## src/rtl/vga_pkg.sv

```systemverilog
// Shared definitions for the TinyVGA output stage: fade FSM states, colour
// slice positions inside the 6-bit RGB word and the uo_out pin order.
package vga_pkg;

  typedef enum logic [1:0] {
    FADE_IN    = 2'd0,
    STEADY     = 2'd1,
    FADE_OUT   = 2'd2,
    HOLD_BLACK = 2'd3
  } fade_state_t;

  localparam int R_HI = 5;
  localparam int R_LO = 4;
  localparam int G_HI = 3;
  localparam int G_LO = 2;
  localparam int B_HI = 1;
  localparam int B_LO = 0;

  // Pipeline word layout: {hsync, vsync, active, rgb[5:0]}
  localparam int PIPE_W   = 9;
  localparam int PIPE_HS  = 8;
  localparam int PIPE_VS  = 7;
  localparam int PIPE_ACT = 6;

  localparam int UO_HSYNC = 7;
  localparam int UO_B0    = 6;
  localparam int UO_G0    = 5;
  localparam int UO_R0    = 4;
  localparam int UO_VSYNC = 3;
  localparam int UO_B1    = 2;
  localparam int UO_G1    = 1;
  localparam int UO_R1    = 0;

  localparam logic [1:0] MAX_LEVEL = 2'd3;

  function automatic logic is_fading(input fade_state_t s);
    return (s == FADE_IN) || (s == FADE_OUT);
  endfunction

endpackage

```

## src/rtl/vga_delay_line.sv

```systemverilog
// Width x depth register chain with asynchronous clear; depth 0 is a wire.
module vga_delay_line #(
  parameter int WIDTH = 9,
  parameter int DEPTH = 1
) (
  input  logic             clk,
  input  logic             rst_n,
  input  logic [WIDTH-1:0] din,
  output logic [WIDTH-1:0] dout
);

  generate
    if (DEPTH == 0) begin : g_pass
      assign dout = din;
    end else begin : g_chain
      logic [WIDTH-1:0] stage_q [DEPTH];

      always_ff @(posedge clk or negedge rst_n) begin
        if (!rst_n) begin
          for (int i = 0; i < DEPTH; i++) stage_q[i] <= '0;
        end else begin
          stage_q[0] <= din;
          for (int i = 1; i < DEPTH; i++) stage_q[i] <= stage_q[i-1];
        end
      end

      assign dout = stage_q[DEPTH-1];
    end
  endgenerate

endmodule

```

## src/rtl/vga_fade_output_stage.sv

```systemverilog
// TinyVGA output stage: equal-delay sync/colour pipeline, active-area blanking
// and a frame-synchronous brightness fade driven by blank_req.
module vga_fade_output_stage
  import vga_pkg::*;
#(
  parameter int PIPE_STAGES = 2,
  parameter int FADE_FRAMES = 4,
  parameter bit SYNC_INV    = 1'b0
) (
  input  logic       clk,
  input  logic       rst_n,
  input  logic       ena,
  input  logic       in_hsync,
  input  logic       in_vsync,
  input  logic       in_active,
  input  logic [5:0] in_rgb,
  input  logic       blank_req,
  output logic [7:0] uo_out,
  output logic [1:0] level,
  output logic       fade_busy,
  output logic       frame_tick
);

  localparam logic [7:0] CNT_LAST = 8'(FADE_FRAMES - 1);

  fade_state_t state;
  logic [7:0]  frame_cnt;
  logic        vs_prev;
  logic        vs_rise;

  logic [PIPE_W-1:0] pipe_p0;
  logic [PIPE_W-1:0] pipe_pd;
  logic [1:0]        r_s, g_s, b_s;
  logic [7:0]        uo_next;

  function automatic logic [1:0] scale_chan(input logic [1:0] c, input logic [1:0] lvl);
    return (c > lvl) ? lvl : c;
  endfunction

  function automatic logic [1:0] level_inc(input logic [1:0] lvl);
    return (lvl == MAX_LEVEL) ? lvl : lvl + 2'd1;
  endfunction

  function automatic logic [1:0] level_dec(input logic [1:0] lvl);
    return (lvl == 2'd0) ? lvl : lvl - 2'd1;
  endfunction

  // Stage p0 -> stages 1..PIPE_STAGES-1
  assign pipe_p0 = {in_hsync, in_vsync, in_active, in_rgb};

  vga_delay_line #(
    .WIDTH(PIPE_W),
    .DEPTH(PIPE_STAGES - 1)
  ) u_delay (
    .clk  (clk),
    .rst_n(rst_n),
    .din  (pipe_p0),
    .dout (pipe_pd)
  );

  // Final stage: blank, scale and pack into the pin order
  always_comb begin
    r_s = '0;
    g_s = '0;
    b_s = '0;
    if (pipe_pd[PIPE_ACT]) begin
      r_s = scale_chan(pipe_pd[R_HI:R_LO], level);
      g_s = scale_chan(pipe_pd[G_HI:G_LO], level);
      b_s = scale_chan(pipe_pd[B_HI:B_LO], level);
    end
    uo_next           = '0;
    uo_next[UO_HSYNC] = pipe_pd[PIPE_HS] ^ SYNC_INV;
    uo_next[UO_VSYNC] = pipe_pd[PIPE_VS] ^ SYNC_INV;
    uo_next[UO_R1]    = r_s[1];
    uo_next[UO_R0]    = r_s[0];
    uo_next[UO_G1]    = g_s[1];
    uo_next[UO_G0]    = g_s[0];
    uo_next[UO_B1]    = b_s[1];
    uo_next[UO_B0]    = b_s[0];
  end

  always_ff @(posedge clk or negedge rst_n) begin
    if (!rst_n) uo_out <= '0;
    else        uo_out <= uo_next;
  end

  // Frame edge detect runs regardless of ena so frame_tick keeps pulsing
  assign vs_rise = in_vsync & ~vs_prev;

  always_ff @(posedge clk or negedge rst_n) begin
    if (!rst_n) begin
      vs_prev    <= 1'b0;
      frame_tick <= 1'b0;
    end else begin
      vs_prev    <= in_vsync;
      frame_tick <= vs_rise;
    end
  end

  // Fade FSM: moves on the same edge that raises frame_tick, so level is
  // stable across a whole frame
  always_ff @(posedge clk or negedge rst_n) begin
    if (!rst_n) begin
      state     <= FADE_IN;
      level     <= 2'd0;
      frame_cnt <= '0;
    end else if (vs_rise && ena) begin
      unique case (state)
        FADE_IN: begin
          if (blank_req) begin
            state     <= FADE_OUT;
            frame_cnt <= '0;
          end else if (frame_cnt == CNT_LAST) begin
            frame_cnt <= '0;
            level     <= level_inc(level);
            if (level_inc(level) == MAX_LEVEL) state <= STEADY;
          end else begin
            frame_cnt <= frame_cnt + 8'd1;
          end
        end
        STEADY: begin
          level     <= MAX_LEVEL;
          frame_cnt <= '0;
          if (blank_req) state <= FADE_OUT;
        end
        FADE_OUT: begin
          if (!blank_req) begin
            state     <= FADE_IN;
            frame_cnt <= '0;
          end else if (frame_cnt == CNT_LAST) begin
            frame_cnt <= '0;
            level     <= level_dec(level);
            if (level_dec(level) == 2'd0) state <= HOLD_BLACK;
          end else begin
            frame_cnt <= frame_cnt + 8'd1;
          end
        end
        HOLD_BLACK: begin
          level     <= 2'd0;
          frame_cnt <= '0;
          if (!blank_req) state <= FADE_IN;
        end
        default: state <= FADE_IN;
      endcase
    end
  end

  assign fade_busy = is_fading(state);

endmodule

```

## config.mk

```make
export PLATFORM = sky130hd
export DESIGN_NAME = vga_fade_output_stage
export DESIGN_NICKNAME = d
export VERILOG_FILES = /design/src/rtl/vga_pkg.sv /design/src/rtl/vga_delay_line.sv /design/src/rtl/vga_fade_output_stage.sv
export SDC_FILE = /design/constraint.sdc
export NUM_CORES = 1
export LEC_CHECK = 0
export ABC_AREA = 1
export BUFFER_PORTS_ARGS = -buffer_cell sky130_fd_sc_hd__buf_2
export CORE_UTILIZATION = 50
export CTS_CLUSTER_DIAMETER = 150
export DETAILED_ROUTE_END_ITERATION = 8
export GPL_TIMING_DRIVEN = 0
export PLACE_DENSITY_LB_ADDON = 0.25
export SKIP_LAST_GASP = 1
export SYNTH_ARGS = -nofsm -noshare
export SYNTH_HDL_FRONTEND = slang
export SYNTH_SLANG_ARGS = --single-unit
```

## constraint.sdc

```tcl
create_clock -name clk -period 3 [get_ports clk]
set_clock_uncertainty 0.2 [all_clocks]
set_input_delay 0.6 -clock clk [delete_from_list [all_inputs] [get_ports clk]]
set_output_delay 0.6 -clock clk [all_outputs]
set_load 0.05 [all_outputs]
```

==> key figures, run 1 <==
Cells and area
  • # fillers: 242
  • Nets: 224
  • Final core utilization: 0.613
  • Share of cells above drive strength 1: 0.203
  • Register area: 751 sq um
  • Area of the multi-input gates: 593 sq um
  • Area Overhead vs Synth: 16.3%
  • # diodes: 0

Critical path
  • Reg2Reg Launch Point: level[1]
  • Worst path cell trace: buf_2
  • CP Launch Point: level[0]
  • CP endpoint kind: output pin
  • CP max-delay cell: dfrtp_1
  • CP peak stage delay: 590 ps
  • Buf/Inv on CP: 1
  • WP data required: 2200 ps
  • Worst setup SP type: flip-flop
  • Worst path top cell family by delay: flip-flops
  • Crit path arrival time: 1250 ps
  • Max FO, Critical Path: 12
  • Type of the worst setup path: flip-flop to output pin

Routing
  • Routed wire length on met3: 111 um
  • Post-DRT Antenna Nets: 0
  • Wire length on met1: 1160 um
  • Via-per-instance ratio: 5.11
  • Drt total wl: 2730 um
  • Residual DRC: 0
  • Post-DR wirelength/cell: 11.7 um
  • Met2 WL post-DR: 1420 um
  • First-pass DRT Iterations: 4
  • Highest metal used: met4
  • Initial detailed-routing violation count: 39
  • DR vias: 1191

Logic synthesis
  • Syn Inst Count: 170
  • Top-count cell post-synth: nand2_1
  • Yosys cell types: 19
  • Netlist Area Pre-Place: 1460 sq um
  • Sequential fraction of the synthesis area: 0.516
  • Count of flip-flops with a built-in enable after synthesis: 0
  • Top post-synthesis cells by area: dfrtp_1 52%, nand2_1 11%, ha_1 8.6%, inv_1 5.9%, o21ai_0 5.2%
  • Top cell type's share of synthesized area: 0.516
  • Synth Warn #: 0
  • Seq cells post-synth: 30
  • Main synth FF type: dfrtp_1
  • Syn_area_per_cell: 8.56 sq um
  • Biggest area consumer among synthesized cells: dfrtp_1
  • Synth cell count leaders: 43 x nand2_1, 30 x dfrtp_1, 23 x inv_1, 19 x nor2_1, 15 x o21ai_0
  • Post-synth ARST share: 1.00
  • Syn Nets: 193

Power
  • VDD IR max: 0.000584 V
  • Final total power: 1.34 mW
  • Leakage power: 0.964 nW
  • Power density cells: 794 nW/um^2

Clocking
  • Clk Latency, worst-skew pair: 320 ps
  • # Post-CTS Setup Buffers: 0
  • Clock buffer count from CTS: 5
  • CTS Sinks: 30
  • CTS tree: built
  • Clock slew at reported path FFs: 90 ps
  • Max Root-Sink Buffers: 2
  • Cts repair resizes: 0
  • Clock root buffer: clkbuf_4
  • H-Tree Depth: 2
  • Cts hold-fix bufs: 0

Hold path
  • Worst Hold Class: primary input to asynchronous set/reset pin

Die
  • Core Region: 2760 sq um
  • DIE AREA: 3130 sq um
  • Row count: 19
  • Die Wd: 55.9 um
  • Top-level I/O count: 25
  • Starting density of the core: 0.528
  • Die Ht: 55.9 um

Global routing
  • Largest net degree at the start of global routing: 31
  • Grt total ovfl: 0
  • Tot GR Track Use: 0.199
  • First-pass GRT wire length: 4730 um
  • Vias in the first global route: 1121
  • Initial antenna violation count: 0

Placement
  • Post-DP HPWL: 2020 um
  • Port buffer count: 24
  • Placer Congestion: 0.903

Timing
  • Fin crit period: 2050 ps
  • Period Utilization, post-route: 0.683
  • Worst-Margin Slew: 648 ps
  • # setup viols final: 0
  • Final Max Slew Viols: 0
  • Setup TNS: 0 ps
  • Achievable frequency: 0.488 GHz
  • Final hold violation count: 0
  • Rel. slew slack: 0.568
  • RSZ-0062 raised after global routing: no

Run status
  • Status: finished clean

Flow run
  • Maxcap violations: 0
cell families (layout without fill, tap and decap cells):
logic type / count (synthesis) / count (layout) / synth area share
buf+inv: 27 / 59 / 0.0765
fa+ha+maj: 10 / 10 / 0.0860
flops: 30 / 30 / 0.516
compound gates: 22 / 22 / 0.0774
simple gates: 81 / 81 / 0.244
cells in the final DEF (no fill, tap or decap), types with 2 or more instances in the layout:
cell type and instances:
nand2_1 43, dfrtp_1 30, buf_2 24, inv_1 23, nor2_1 19, o21ai_0 15
ha_1 10, nand3_1 8, a21oi_1 5, nand4_1 5, clkbuf_4 5, inv_2 2
nand2_4 2, clkinv_2 2
state kept, by name (all words and copies together), names as in the netlist:
register      count
frame_cnt         8
frame_tick        1
level             2
state             2
u_delay.dout      9
uo_out            8
area by class of cell:
class	instances	share of cell area
buffer	1	0.00666
clock buffer	5	0.0222
clock inverter	3	0.0237
inverter	26	0.0592
multi-input combinational	113	0.351
sequential	30	0.444
tap	31	0.0229
timing repair buffer	24	0.0710
power by group:
part           total (mW)  internal, mW  switching [mW]
logic               0.503         0.152           0.350
clock network       0.307         0.172           0.134
registers           0.535         0.468          0.0665
total                1.34         0.793           0.551
final timing paths:
kind                                    to  slack [ps]  cells past startpoint
max                               level[0]         950                      1
min                        u_delay.dout[6]         100                      1
max reg2reg                      uo_out[5]        1070                      7
min reg2reg                      uo_out[7]         150                      0
max in group asynchronous        uo_out[2]        2090                      1
min in group clk                 uo_out[7]         150                      0
stage by stage:
step	hold WS (ps)	area (sq um)	cells	setup WS [ps]
6_report	95.4	1690	233	952
3_3_place_gp	132	1610	225	1260
5_1_grt	134	1690	233	867
3_5_place_dp	136	1610	225	1080
4_1_cts	98.0	1690	233	918
2_1_floorplan	104	1460	170	1030
per-layer routing:
layer,vias to the layer above,global-route usage
met2,28,0.343
met5,-,0
met4,0,0.0906
li1,601,-
met1,557,0.234
met3,5,0.0512
Note: power is estimated with default switching activity, not from simulation.
==> run 2, diff against run 1 <==
==> constraint.sdc (replaced) <==
create_clock -name clk -period 2.06 [get_ports clk]
set_clock_uncertainty 0.2 [all_clocks]
set_input_delay 0.412 -clock clk [delete_from_list [all_inputs] [get_ports clk]]
set_output_delay 0.412 -clock clk [all_outputs]
set_load 0.05 [all_outputs]
==> run 2 against run 1 <==
  * Via count is 3.2% higher
  * First-iteration DRC count is 7.7% higher
  * Hold slack lost 72 ps
  * Flip-flop and latch count did not move
  * Critical path depth unchanged
==> key figures, run 2 (synthesized netlist as in run 1, its figures left out) <==
Run status
  • Status: finished clean

Global routing
  • First-pass GRT wire length: 4980 um
  • Tot GR Track Use: 0.210
  • Vias in the first global route: 1172
  • Largest net degree at the start of global routing: 31
  • Grt total ovfl: 0
  • Initial antenna violation count: 0

Placement
  • Placer Congestion: 0.903
  • Port buffer count: 24
  • Placed insts: 225
  • Post-DP HPWL: 2020 um

Power
  • Final total power: 1.98 mW
  • Clock power share: 0.228
  • Leakage power: 1.00 nW
  • Sw Share: 0.411
  • Comb power frac: 0.377
  • Psw: 815 uW
  • VDD IR max: 0.000855 V
  • Part of the power in registers: 0.394
  • Power density cells: 1110 nW/um^2
  • Cell-internal power: 1.17 mW

Die
  • Top-level I/O count: 25
  • Core Region: 2760 sq um
  • Die Ht: 55.9 um
  • Starting density of the core: 0.528
  • Die Wd: 55.9 um
  • DIE AREA: 3130 sq um
  • Row count: 19

Routing
  • Residual DRC: 0
  • DR vias: 1229
  • Drt total wl: 2930 um
  • Post-DRT Antenna Nets: 0
  • Via-per-instance ratio: 5.08
  • Initial detailed-routing violation count: 42
  • First-pass DRT Iterations: 4
  • Post-DR wirelength/cell: 12.1 um

Cells and area
  • Area Overhead vs Synth: 22.5%
  • # diodes: 0
  • Most frequent cells in the layout: 43 x nand2_1, 29 x dfrtp_1, 24 x buf_2
  • Share of cells above drive strength 1: 0.199
  • Layout Cells excl Fill: 242
  • Commonest non-fill, non-tap cell in the layout: nand2_1
  • Final core utilization: 0.647
  • Nets: 233
  • Max FFs per register: 9

Timing
  • Setup TNS: 0 ps
  • Final Max Slew Viols: 0
  • Worst-Margin Slew: 649 ps
  • RSZ-0062 raised after global routing: no
  • # setup viols final: 0
  • Achievable frequency: 0.538 GHz
  • Period Utilization, post-route: 0.903
  • Rel. slew slack: 0.567
  • Final hold violation count: 0
  • Final hold slack: 23.5 ps
  • Fin crit period: 1860 ps

Critical path
  • WP data required: 1450 ps
  • Worst setup SP type: flip-flop
  • CP peak stage delay: 580 ps
  • CP endpoint kind: output pin
  • Buf/Inv on CP: 1
  • Type of the worst setup path: flip-flop to output pin
  • Worst path top cell family by delay: flip-flops
  • Worst path cell trace: buf_2
  • Max FO, Critical Path: 12
  • CP Launch Point: level[0]
  • Reg2Reg Launch Point: level[1]
  • Crit path arrival time: 1250 ps
  • CP max-delay cell: dfrtp_1

Clocking
  • # Post-CTS Setup Buffers: 0
  • CTS tree: built
  • Clk Latency, worst-skew pair: 330 ps
  • Clock slew at reported path FFs: 90 ps
  • Max Root-Sink Buffers: 2
  • CTS Sinks: 30
  • Clock buffer count from CTS: 5
  • H-Tree Depth: 2
  • Clock root buffer: clkbuf_4

Flow run
  • Maxcap violations: 0

Hold path
  • Worst hold start: in_vsync
  • Worst Hold Class: primary input to flip-flop
## run 2: repair_timing
action                                  in CTS  in global routing
resized for setup                            0                  1
endpoints found under the hold margin       38                  0
endpoints found under the setup margin       0                  1
hold buffers                                 9                  0
## run 2: cell type report
cell class | instances | area (sq um)
timing repair buffer | 33 | 210
sequential | 30 | 752
inverter | 26 | 100
multi-input combinational | 113 | 593
tap | 31 | 38.8
clock inverter | 3 | 40.0
buffer | 1 | 11.3
clock buffer | 5 | 37.5
fill | 233 | 975
## run 2: worst paths after layout
check,end,slack (ps),cells past startpoint
worst max-delay path,level[0],200,1
worst min-delay path,u_delay.dout[7],20,1
worst max register to register,uo_out[5],230,7
worst min register to register,uo_out[7],150,0
max in group asynchronous,level[1],760,2
min in group asynchronous,u_delay.dout[6],440,2
## run 2: stage by stage
step | setup slack (ps) | instance area (sq um)
floorplan | 93.2 | 1460
global placement | 324 | 1610
detailed placement | 136 | 1610
CTS | 114 | 1780
global route | 115 | 1780
finish | 200 | 1780
## run 2: per-layer routing
metal	vias up	routed length [um]	GRT usage
met1	584	1250	0.248
met4	0	40	0.101
met2	22	1540	0.360
met5	-	0	0
met3	5	103	0.0488
li1	618	-	-
## run 2: power groups by stage
stage / clock network (mW) / logic [mW] / registers (mW)
2_1_floorplan: 0 / 0.417 / 0.919
3_3_place_gp: 0 / 0.696 / 0.783
3_5_place_dp: 0 / 0.733 / 0.791
4_1_cts: 0.467 / 0.750 / 0.780
5_1_grt: 0.494 / 0.833 / 0.798
6_report: 0.453 / 0.748 / 0.781
==> run 3, diff against run 2 <==
--- a/config.mk
+++ b/config.mk
@@ -7,6 +7,7 @@
 export LEC_CHECK = 0
 export ABC_AREA = 1
 export BUFFER_PORTS_ARGS = -buffer_cell sky130_fd_sc_hd__buf_2
+export CORE_ASPECT_RATIO = 0.5
 export CORE_UTILIZATION = 50
 export CTS_CLUSTER_DIAMETER = 150
 export DETAILED_ROUTE_END_ITERATION = 8
==> run 3 against run 2 <==
  * Clock-buffer cell count grew 1
  * Design area fell by 3.9%
  * Non-clock buffer count shrank 8
  * First-iteration DRC count grew 43%
  * Critical path depth increased by 6
  * Register-to-register slack about the same
  * Largest cell class unchanged
  * Total power shrank 0.99%
  * Combinational power shrank 3%
  * Flip-flop and latch count unchanged
==> key figures, run 3 (synthesized netlist as in run 1, its figures left out) <==
Run status
  • Status: finished clean

Timing
  • Achievable frequency: 0.545 GHz
  • Final hold slack: 40.1 ps
  • Setup TNS: 0 ps
  • Worst-Margin Slew: 646 ps
  • # setup viols final: 0
  • RSZ-0062 raised after global routing: no
  • Final Worst Setup Slack: 225 ps
  • Rel. slew slack: 0.569
  • Final Max Slew Viols: 0
  • Period Utilization, post-route: 0.891
  • Fin crit period: 1840 ps
  • Final hold violation count: 0

Global routing
  • Grt total ovfl: 0
  • Largest net degree at the start of global routing: 31
  • Vias in the first global route: 1057
  • Initial antenna violation count: 0
  • M1 GR Usage: 0.226
  • M3 GR Usage: 0.0682
  • Tot GR Track Use: 0.195
  • GR peak layer: met2
  • First-pass GRT wire length: 4390 um
  • Global routing met2 resource utilization: 0.340

Die
  • Starting density of the core: 0.542
  • Die Ht: 40.1 um
  • DIE AREA: 3140 sq um
  • Die Wd: 78.3 um
  • Core Region: 2680 sq um
  • Row count: 13
  • Top-level I/O count: 25

Cells and area
  • Max FFs per register: 9
  • Final core utilization: 0.639
  • Share of cells above drive strength 1: 0.194
  • Nets: 225
  • Commonest non-fill, non-tap cell in the layout: nand2_1
  • Most frequent cells in the layout: 43 x nand2_1, 30 x dfrtp_1, 24 x buf_2
  • Layout Cells excl Fill: 238
  • # diodes: 0
  • Area Overhead vs Synth: 17.8%

Clocking
  • # Post-CTS Setup Buffers: 0
  • Max Root-Sink Buffers: 2
  • CTS Sinks: 30
  • H-Tree Depth: 2
  • Clock slew at reported path FFs: 60 ps
  • Clock buffer count from CTS: 5
  • Clk Latency, worst-skew pair: 270 ps
  • CTS tree: built
  • Clock root buffer: clkbuf_8

Power
  • Comb power frac: 0.371
  • Cell-internal power: 1.17 mW
  • VDD IR max: 0.000515 V
  • Leakage power: 0.966 nW
  • Power density cells: 1150 nW/um^2
  • Psw: 797 uW
  • Clock power share: 0.232
  • Part of the power in registers: 0.398
  • Sw Share: 0.406

Routing
  • Post-DRT Antenna Nets: 0
  • Drt total wl: 2600 um
  • Initial detailed-routing violation count: 60
  • DR vias: 1149
  • Via-per-instance ratio: 4.83
  • Residual DRC: 0
  • First-pass DRT Iterations: 4
  • Post-DR wirelength/cell: 10.9 um

Critical path
  • Type of the worst setup path: flip-flop to flip-flop
  • Max FO, Critical Path: 9
  • Reg2Reg Launch Point: level[1]
  • Crit path arrival time: 1840 ps
  • CP endpoint kind: flip-flop
  • WP data required: 2060 ps
  • CP Launch Point: level[1]
  • Worst setup SP type: flip-flop
  • FF-to-FF path depth: 7
  • R2R setup slack: 220 ps
  • End of the critical path: uo_out[5]
  • Worst reg2reg endpoint: uo_out[5]

Flow run
  • Maxcap violations: 0

Placement
  • Pre-CTS setup slack: 255 ps
  • Placed insts: 231
  • Post-DP HPWL: 1810 um
  • Port buffer count: 24
  • Placer Congestion: 0.820

Hold path
  • Worst Hold Class: primary input to flip-flop
run 3: area by class of cell:
class,count,area (sq um)
flip-flops and latches,30,751
repair buffers,25,130
plain buffers,1,11.3
multi-input cells,113,593
well taps,37,46.3
inverters,26,100
clock buffers,6,82.6
fillers,232,970
run 3: through the flow:
stage / cell area, sq um / total power, mW
global route: 1710 / 2.10
detailed placement: 1620 / 1.50
floorplan: 1460 / 1.34
finish: 1710 / 1.96
global placement: 1620 / 1.48
CTS: 1710 / 1.97
run 3: worst min-delay path by stage:
| stage | startpoint | cells after the start | slack [ps] | end |
|---|---|---|---|---|
| floorplan | rst_n | 0 | -80 | frame_cnt[0] |
| detailed placement | u_delay.dout[8] | 0 | 140 | uo_out[7] |
| global route | in_rgb[1] | 1 | 30 | u_delay.dout[1] |
| CTS | in_rgb[1] | 1 | 40 | u_delay.dout[1] |
| finish | in_rgb[1] | 1 | 40 | u_delay.dout[1] |
| global placement | u_delay.dout[8] | 0 | 130 | uo_out[7] |
run 3: per-layer routing:
layer | part of all wire | vias to the layer above
li1 | - | 595
met1 | 0.45 | 530
met2 | 0.50 | 20
met3 | 0.044 | 4
met4 | 0.012 | 0
met5 | 0 | -
run 3: power groups by stage:
stage / clock network, mW / registers [mW] / logic (mW)
finish: 0.454 / 0.781 / 0.728
global route: 0.488 / 0.795 / 0.818
CTS: 0.466 / 0.778 / 0.731
detailed placement: 0 / 0.784 / 0.720
global placement: 0 / 0.781 / 0.699
floorplan: 0 / 0.919 / 0.417
run 3: critical path, stage by stage, from the launching register on:
cell	delay [ps]
dfrtp_1	530
inv_1	170
ha_1	340
inv_1	60
nor2_1	30
o21ai_0	190
o21ai_0	110
a21oi_1	130
run 3: repair_timing:
item	in CTS	in global routing
hold endpoints to repair	30	0
resized for setup	0	0
hold buffers	1	0
